### src/rtl/mlp_batch_ctrl.sv
// Batch sequencer for the MLP datapath: fetches each sample, runs the MLP, takes a signed
// arg-max over its outputs and reports the prediction along with a running correct count.
module mlp_batch_ctrl #(
   parameter int NUM_FEATURES   = 4,
   parameter int NUM_CLASSES    = 3,
   parameter int FP_TOTAL_BITS  = 16,
   parameter int MAX_SAMPLES    = 64,
   parameter int LBL_W          = 8,
   parameter int TIMEOUT_CYCLES = 1024,
   localparam int ADDR_W        = $clog2(MAX_SAMPLES),
   localparam int CNT_W         = $clog2(MAX_SAMPLES + 1)
) (
   input  logic                                    clk,
   input  logic                                    reset,
   input  logic                                    run,
   input  logic [CNT_W-1:0]                        num_samples,
   output logic [ADDR_W-1:0]                       smp_addr,
   input  logic [NUM_FEATURES*FP_TOTAL_BITS-1:0]   smp_x,
   input  logic [LBL_W-1:0]                        smp_label,
   output logic                                    mlp_reset,
   output logic                                    mlp_start,
   output logic [NUM_FEATURES*FP_TOTAL_BITS-1:0]   mlp_x,
   input  logic                                    mlp_done,
   input  logic [NUM_CLASSES*FP_TOTAL_BITS-1:0]    mlp_out,
   output logic                                    busy,
   output logic                                    pred_valid,
   output logic [ADDR_W-1:0]                       pred_idx,
   output logic [LBL_W-1:0]                        pred_class,
   output logic                                    pred_match,
   output logic [CNT_W-1:0]                        correct_cnt,
   output logic                                    batch_done,
   output logic                                    timeout_err,
   output logic [3:0]                              dbg_state
);

   localparam int CLS_W = $clog2(NUM_CLASSES);
   localparam int WD_W  = $clog2(TIMEOUT_CYCLES);

   // Handshake: run is accepted only in IDLE (busy low); mlp_start is a 1-cycle request and
   // completion is the first rising edge of mlp_done seen afterwards.
   typedef enum logic [3:0] {
      S_IDLE, S_FETCH, S_LOAD, S_CLR, S_START, S_WAIT, S_ARGMAX, S_REPORT, S_DONE
   } state_t;

   state_t                            r_state;
   logic [CNT_W-1:0]                  r_n;
   logic [ADDR_W-1:0]                 r_idx;
   logic [LBL_W-1:0]                  r_lbl;
   logic                              r_done_prev;
   logic [WD_W-1:0]                   r_wd;
   logic signed [FP_TOTAL_BITS-1:0]   r_y [NUM_CLASSES];
   logic [CLS_W-1:0]                  r_best;
   logic [CLS_W-1:0]                  r_c;

   logic                              w_done_rise;
   logic [CNT_W-1:0]                  w_n_sat;
   logic                              w_last;
   logic                              w_match;

   assign w_done_rise = mlp_done & ~r_done_prev;
   assign w_n_sat     = (num_samples > CNT_W'(MAX_SAMPLES)) ? CNT_W'(MAX_SAMPLES) : num_samples;
   assign w_last      = (CNT_W'(r_idx) + CNT_W'(1)) == r_n;
   assign w_match     = LBL_W'(r_best) == r_lbl;
   assign dbg_state   = r_state;

   always_ff @(posedge clk or posedge reset) begin
      if (reset) begin
         r_state     <= S_IDLE;
         r_n         <= '0;
         r_idx       <= '0;
         r_lbl       <= '0;
         r_done_prev <= 1'b0;
         r_wd        <= '0;
         r_best      <= '0;
         r_c         <= '0;
         for (int c = 0; c < NUM_CLASSES; c++) r_y[c] <= '0;
         smp_addr    <= '0;
         mlp_reset   <= 1'b1;
         mlp_start   <= 1'b0;
         mlp_x       <= '0;
         busy        <= 1'b0;
         pred_valid  <= 1'b0;
         pred_idx    <= '0;
         pred_class  <= '0;
         pred_match  <= 1'b0;
         correct_cnt <= '0;
         batch_done  <= 1'b0;
         timeout_err <= 1'b0;
      end else begin
         mlp_start   <= 1'b0;
         pred_valid  <= 1'b0;
         batch_done  <= 1'b0;
         r_done_prev <= mlp_done;
         case (r_state)
            S_IDLE: begin
               mlp_reset <= 1'b0;
               if (run) begin
                  busy        <= 1'b1;
                  correct_cnt <= '0;
                  timeout_err <= 1'b0;
                  r_n         <= w_n_sat;
                  r_idx       <= '0;
                  smp_addr    <= '0;
                  r_state     <= (w_n_sat == '0) ? S_DONE : S_FETCH;
               end
            end
            S_FETCH: r_state <= S_LOAD;
            // RAM data for smp_addr is valid here, one cycle after the address went out.
            S_LOAD: begin
               mlp_x     <= smp_x;
               r_lbl     <= smp_label;
               mlp_reset <= 1'b1;
               r_state   <= S_CLR;
            end
            S_CLR: begin
               mlp_reset <= 1'b0;
               mlp_start <= 1'b1;
               r_state   <= S_START;
            end
            S_START: begin
               r_wd    <= '0;
               r_state <= S_WAIT;
            end
            S_WAIT: begin
               if (w_done_rise) begin
                  for (int c = 0; c < NUM_CLASSES; c++)
                     r_y[c] <= mlp_out[c*FP_TOTAL_BITS +: FP_TOTAL_BITS];
                  r_best  <= '0;
                  r_c     <= CLS_W'(1);
                  r_state <= S_ARGMAX;
               end else if (r_wd == WD_W'(TIMEOUT_CYCLES - 1)) begin
                  timeout_err <= 1'b1;
                  r_state     <= S_DONE;
               end else begin
                  r_wd <= r_wd + WD_W'(1);
               end
            end
            // Strict greater-than keeps the lowest index on ties.
            S_ARGMAX: begin
               if (r_y[r_c] > r_y[r_best]) r_best <= r_c;
               if (r_c == CLS_W'(NUM_CLASSES - 1)) r_state <= S_REPORT;
               else r_c <= r_c + CLS_W'(1);
            end
            S_REPORT: begin
               pred_valid <= 1'b1;
               pred_idx   <= r_idx;
               pred_class <= LBL_W'(r_best);
               pred_match <= w_match;
               if (w_match) correct_cnt <= correct_cnt + CNT_W'(1);
               if (w_last) begin
                  r_state <= S_DONE;
               end else begin
                  r_idx    <= r_idx + ADDR_W'(1);
                  smp_addr <= r_idx + ADDR_W'(1);
                  r_state  <= S_FETCH;
               end
            end
            S_DONE: begin
               batch_done <= 1'b1;
               busy       <= 1'b0;
               r_state    <= S_IDLE;
            end
            default: r_state <= S_IDLE;
         endcase
      end
   end

endmodule

### config.mk
export PLATFORM = sky130hd
export DESIGN_NAME = mlp_batch_ctrl
export DESIGN_NICKNAME = d
export VERILOG_FILES = /design/src/rtl/mlp_batch_ctrl.sv
export SDC_FILE = /design/constraint.sdc
export NUM_CORES = 1
export LEC_CHECK = 0
export CELL_PAD_IN_SITES_DETAIL_PLACEMENT = 1
export CELL_PAD_IN_SITES_GLOBAL_PLACEMENT = 2
export CORE_MARGIN = 4
export CORE_UTILIZATION = 25
export CTS_CLUSTER_SIZE = 10
export DETAILED_ROUTE_END_ITERATION = 10
export GPL_TIMING_DRIVEN = 0
export PLACE_DENSITY = 0.77
export RECOVER_POWER = 50
export SETUP_SLACK_MARGIN = 0.15
export SYNTH_ARGS = -nofsm -noshare
export SYNTH_HDL_FRONTEND = slang
export SYNTH_SLANG_ARGS = --single-unit
### constraint.sdc
create_clock -name clk -period 6.8 [get_ports clk]
set_input_delay 1.36 -clock clk [delete_from_list [all_inputs] [get_ports clk]]
set_output_delay 1.36 -clock clk [all_outputs]
set_load 0.02 [all_outputs]
After elaboration in Yosys (flattened, before gate mapping)
Index checks and enable logic that the tools add are counted.

Output and inout bits: 102. Input bits: 131. Register bits: 174. Logic and storage cells: 116.

Bitwise gates (word level): 4. Add/subtract/negate cells: 5. Reductions and logical operators: 19. Eq/ne operators: 23. Multiplexer cells: 39. Magnitude comparators: 4.

Operators by type and width (number): 16-bit binary-select mux with 2-bit select (2); 16-bit 2-to-1 mux (4); 4-bit case mux with 8 select lines (1); 4-bit 2-to-1 mux (6); 7-bit 2-to-1 mux (3); 10-bit 2-to-1 mux (2); 2-bit inequality test (second input constant) (10); 10-bit case mux with 2 select lines (1); 3-bit AND reduction (6); 4-bit by 3-bit equality test with 1-bit output (second input constant) (4); 16-bit greater-than comparator (1); 7-bit case mux with 2 select lines (1); 6-bit 2-to-1 mux (2); 6-bit case mux with 2 select lines (1); 2-bit nonzero test (6); 10-bit by 1-bit adder with 10-bit output (second input constant) (1); 10-bit equality test (second input constant) (1); 2-bit by 8-bit equality test with 1-bit output (1); 4-bit by 2-bit equality test with 1-bit output (second input constant) (2); 2-bit 2-to-1 mux (4); 2-bit case mux with 2 select lines (2); 6-bit by 1-bit adder with 7-bit output (second input constant) (1); 7-bit by 1-bit adder with 7-bit output (second input constant) (1); 7-bit equality test (1); other kinds (18) (30).

Longest topological paths before layout
Word-level depth: 7. Mapped depth: 12. Mapped depth without buffers: 11.

Worst setup path after synthesis
OpenSTA, ideal clock, no wires.

Path type: reg-to-reg. Start: register r_c[1]. End: register r_best[0]. Clock period less this slack: 2.897 ns. Path slack: 3.903 ns. Cell stages (with the launch flop): 11. Arrival: 2.775 ns. Required time: 6.678 ns. Path through: dfrtp_1 > buf_2 > buf_1 > mux2i_1 > o21ai_0 > ha_1 > a21o_1 > a221o_1 > a221oi_1 > o21ai_0 > a32o_1.

Word-level cells in the longest chain between the ends: 7.

RTL lines: from (decl) (line 53) `logic [CLS_W-1:0] r_c;`; from (signal assigned) (line 142) `else r_c <= r_c + CLS_W'(1);`; 2-bit inverter with 3-bit output (implied by the code) (line 140) `if (r_y[r_c] > r_y[r_best]) r_best <= r_c;`; 16-bit binary-select mux with 2-bit select (line 140); 16-bit 2-to-1 mux (implied by the code) (2 in series) (line 140); 16-bit greater-than comparator (line 140); 2-bit inequality test (no source line); 3-bit AND reduction (no source line); to (signal assigned) (line 140); to (decl) (line 52) `logic [CLS_W-1:0] r_best;`.

No other way between the ends. The select of a mux whose other input is x is not followed. A chain may end at the register's enable or synchronous reset.

==> flow_summary.yaml <==
status:
  status: "finished with violations"
  violations: "max-capacitance violations, max-slew violations"
worst_setup_path:
  worst_setup_path_start_kind: "input port"
  cp_slowest_cell: "clkinvlp_2"
  path_delay_family: "buffers and inverters"
  worst-path-stages: 2
  worstSetupEndpoint: "r_y[29]"
  slowest_delay_ns: 2.05
  setup.worst_path.start: "reset"
  crit_fanout: 77
  path_cells: "dlygate4sd3_1 -> clkinvlp_2"
  r2r_start: "r_best[1]"
  required_ns: 6.73
  r2r-end: "r_best[0]"
  path_class: "in2async"
  end_kind: "asynchronous set/reset pin"
  crit_arrival_ns: 4.03
  reg2reg_slack_ns: 2.89
  worst-path-buf-inv: 2
  worst-r2r-cell-count: 12
global_route:
  grt_max_degree: 99
  grt_usage_pct: 13.81
  antenna_found_initial: 0
  grt_pass1_wl_um: 38510
  grt-ovfl-total: 0
  grt_pass1_vias: 6709
clocking:
  clkSinkCount: 174
  numCtsBuffers: 17
  htree_levels: 4
  cts_tree: "done"
  cts_root_buf: "clkbuf_16"
  cts_resized: 0
  path_clk_slew_ns: 0.07
  insertion_delay_ns: 0.44
  cts_setup_buffers: 0
  clk_path_buf_depth: 2
  cts_hold_buf: 0
cells_and_area:
  multi_input_area_mm2: 0.003626
  areaGrowthSynthToFinish_pct: 41.49
  layoutNonFillerInstCount: 1405
  fill_cells: 3618
  design_area_mm2: 0.01163
  n_antenna_cell: 0
  register_area_mm2: 0.004355
  drive_above_1_share_pct: 18.28
  final_nets: 1101
drt:
  drtIter0Drc: 228
  wl_per_cell_um: 17.61
  num_vias: 6238
  drc: 0
  ant_nets: 0
  wl_um: 24750
  via_per_inst: 4.440
  first_pass_iters: 4
synth:
  synth_top_family_by_area: "multiplexers"
  synth_fa_ha_area_share_pct: 3.045
  synth_compound_area_share_pct: 6.593
  yosysSeqAreaShare_pct: 53.00
  synth_top_area_share_pct: 52.68
  synth.area.mux_share_pct: 21.04
  synth.avg_cell_area_um2: 11.76
  synth_edf_count: 0
  netlist_area_mm2: 0.008218
  yosys-top-cells-count: "173 x dfrtp_1, 116 x mux2_2, 69 x nand2_1"
  synth_ff_type: "dfrtp_1"
  yosys.area_share.simple_pct: 11.28
  synthTopCellsByArea: "dfrtp_1 53%, mux2_2 16%, mux2i_1 4.1%, nand2_1 3.2%, ha_1 3.0%"
  ys_warn_count: 0
  yosysTopAreaCell: "dfrtp_1"
  yosysMostFrequentCell: "dfrtp_1"
  synthDistinctLibCells: 61
  ys_async_sr_fraction_pct: 100.0
  syn_inst: 699
  ys_ff_latch: 174
  synthXorXnorAreaFrac_pct: 2.025
power_and_ir_drop:
  p_sw_share_pct: 38.16
  seq_power_share_pct: 33.9
  power_frac_clock_pct: 18.7
  peakVddDrop_v: 0.0001820
  powerDensity_mw_per_mm2: 448.4
  power.switching_mw: 1.990
  power_mw: 5.214
  combinationalPowerShare_pct: 47.4
  p_int_mw: 3.224
  leakagePower_nw: 4.889
placed_design:
  port-buffer-count: 226
  hpwl_um: 18390
  place_inst: 1373
  place.gp.congestion: 0.7517
  placed_area_mm2: 0.01109
die:
  die_w_um: 189.3
  start_util_pct: 25.32
  core_mm2: 0.03245
  ios: 233
  dieArea_mm2: 0.03584
  dieHeight_um: 189.3
  rows: 66
timing:
  tightest_slew_ns: 3.663
  timing.final.crit_share_pct: 60.22
  drv_slew: 77
  fin_crit_ns: 4.095
  rsz0062_at_grt: "false"
  relSlewSlack_pct: -145.5
  max_freq_mhz: 244.2
  setup_viol_count_final: 0
  finClkSkew_ns: 0.01359
  finalHoldViolations: 0
min_path:
  hold_path.class: "reg2reg"
  holdCritStartpoint: "pred_class[1]"
run:
  drv_cap: 1
cell type report:
type	count	area share [%]
clock inverters	14	1.151
inverters	12	0.3981
multi-input cells	478	31.18
plain buffers	40	1.582
clock buffers	18	3.777
repair buffers	227	19.69
flip-flops and latches	174	37.46
well taps	442	4.756
worst min-delay path by stage:
stage	cells after the start	endpoint	slack, ns
6_report	2	pred_class[1]	0.48
3_5_place_dp	2	pred_match	0.47
4_1_cts	2	pred_match	0.49
5_1_grt	1	mlp_x[3]	0.52
3_3_place_gp	2	pred_class[1]	0.46
2_1_floorplan	2	r_n[4]	0.45
cell families after synthesis:
| group | Yosys count |
|---|---|
| AO/OA/AOI/OAI | 87 |
| XOR/XNOR | 19 |
| adder cells (fa/ha/maj) | 20 |
| buffers and inverters | 52 |
| flip-flops | 174 |
| multiplexers | 157 |
| other | 1 |
| AND/OR/NAND/NOR | 189 |
cell usage in the layout, fill, tap and decap left out, types with 5 or more instances in the layout:
cell type	instances
nor2b_1	6
nand2_1	70
ha_1	20
mux2_2	116
nor4_1	5
nand4_1	6
a21oi_1	27
clkdlybuf4s50_1	223
buf_4	6
nor3_1	10
inv_1	10
clkbuf_16	17
clkinvlp_4	5
clkbuf_1	23
conb_1	6
nor2_1	44
mux2_1	7
nand3b_1	6
nand3_1	15
dfrtp_1	173
buf_2	9
mux2i_1	34
o21ai_0	30
xor2_1	13
xnor2_1	6
state kept, by name (all words and copies together), names as in the netlist, 4 cells and up:
signal       flops
correct_cnt      7
dbg_state        4
mlp_x           64
pred_idx         6
r_idx            6
r_lbl            8
r_n              7
r_wd            10
r_y             48
stage by stage:
step / util [%] / setup WS, ns / hold slack (ns) / TNS, ns
4_1_cts: 35.93 / 2.983 / 0.4891 / 0
3_3_place_gp: 34.05 / -2.165 / 0.4647 / -372.80
2_1_floorplan: - / 0.7248 / 0.4537 / 0
3_5_place_dp: 34.16 / 2.995 / 0.4725 / 0
5_1_grt: 35.83 / 2.102 / 0.5192 / 0
6_report: 35.83 / 2.705 / 0.4811 / 0
worst register-to-register path, stage by stage (launching register included):
cell      delay [ns]
dfrtp_1         0.35
clkbuf_1        0.64
buf_1           0.74
mux2i_1         0.27
nor2_1          0.06
a21oi_1         0.15
ha_1            0.26
and2_0          0.16
a221o_1         0.30
a221oi_1        0.31
o21ai_0         0.22
a21boi_1        0.23
a32o_1          0.16
power groups by stage:
stage          clock [mW]  sequential (mW)  combinational [mW]
2_1_floorplan           0             2.01                1.28
3_3_place_gp            0             1.76                2.48
3_5_place_dp            0             1.79                2.52
4_1_cts              1.02             1.77                2.53
5_1_grt              1.06             1.83                2.71
6_report            0.977             1.77                2.47
layer usage:
layer	share of wire (%)	track usage, %	up-vias	routed length [um]
met5	0	0	-	0
met2	49	23.86	138	12240
met4	1.6	3.561	0	396
met1	45	17.46	3133	11060
li1	-	-	2943	-
met3	4.2	3.245	24	1048
Power figures use the tool's default switching activity.
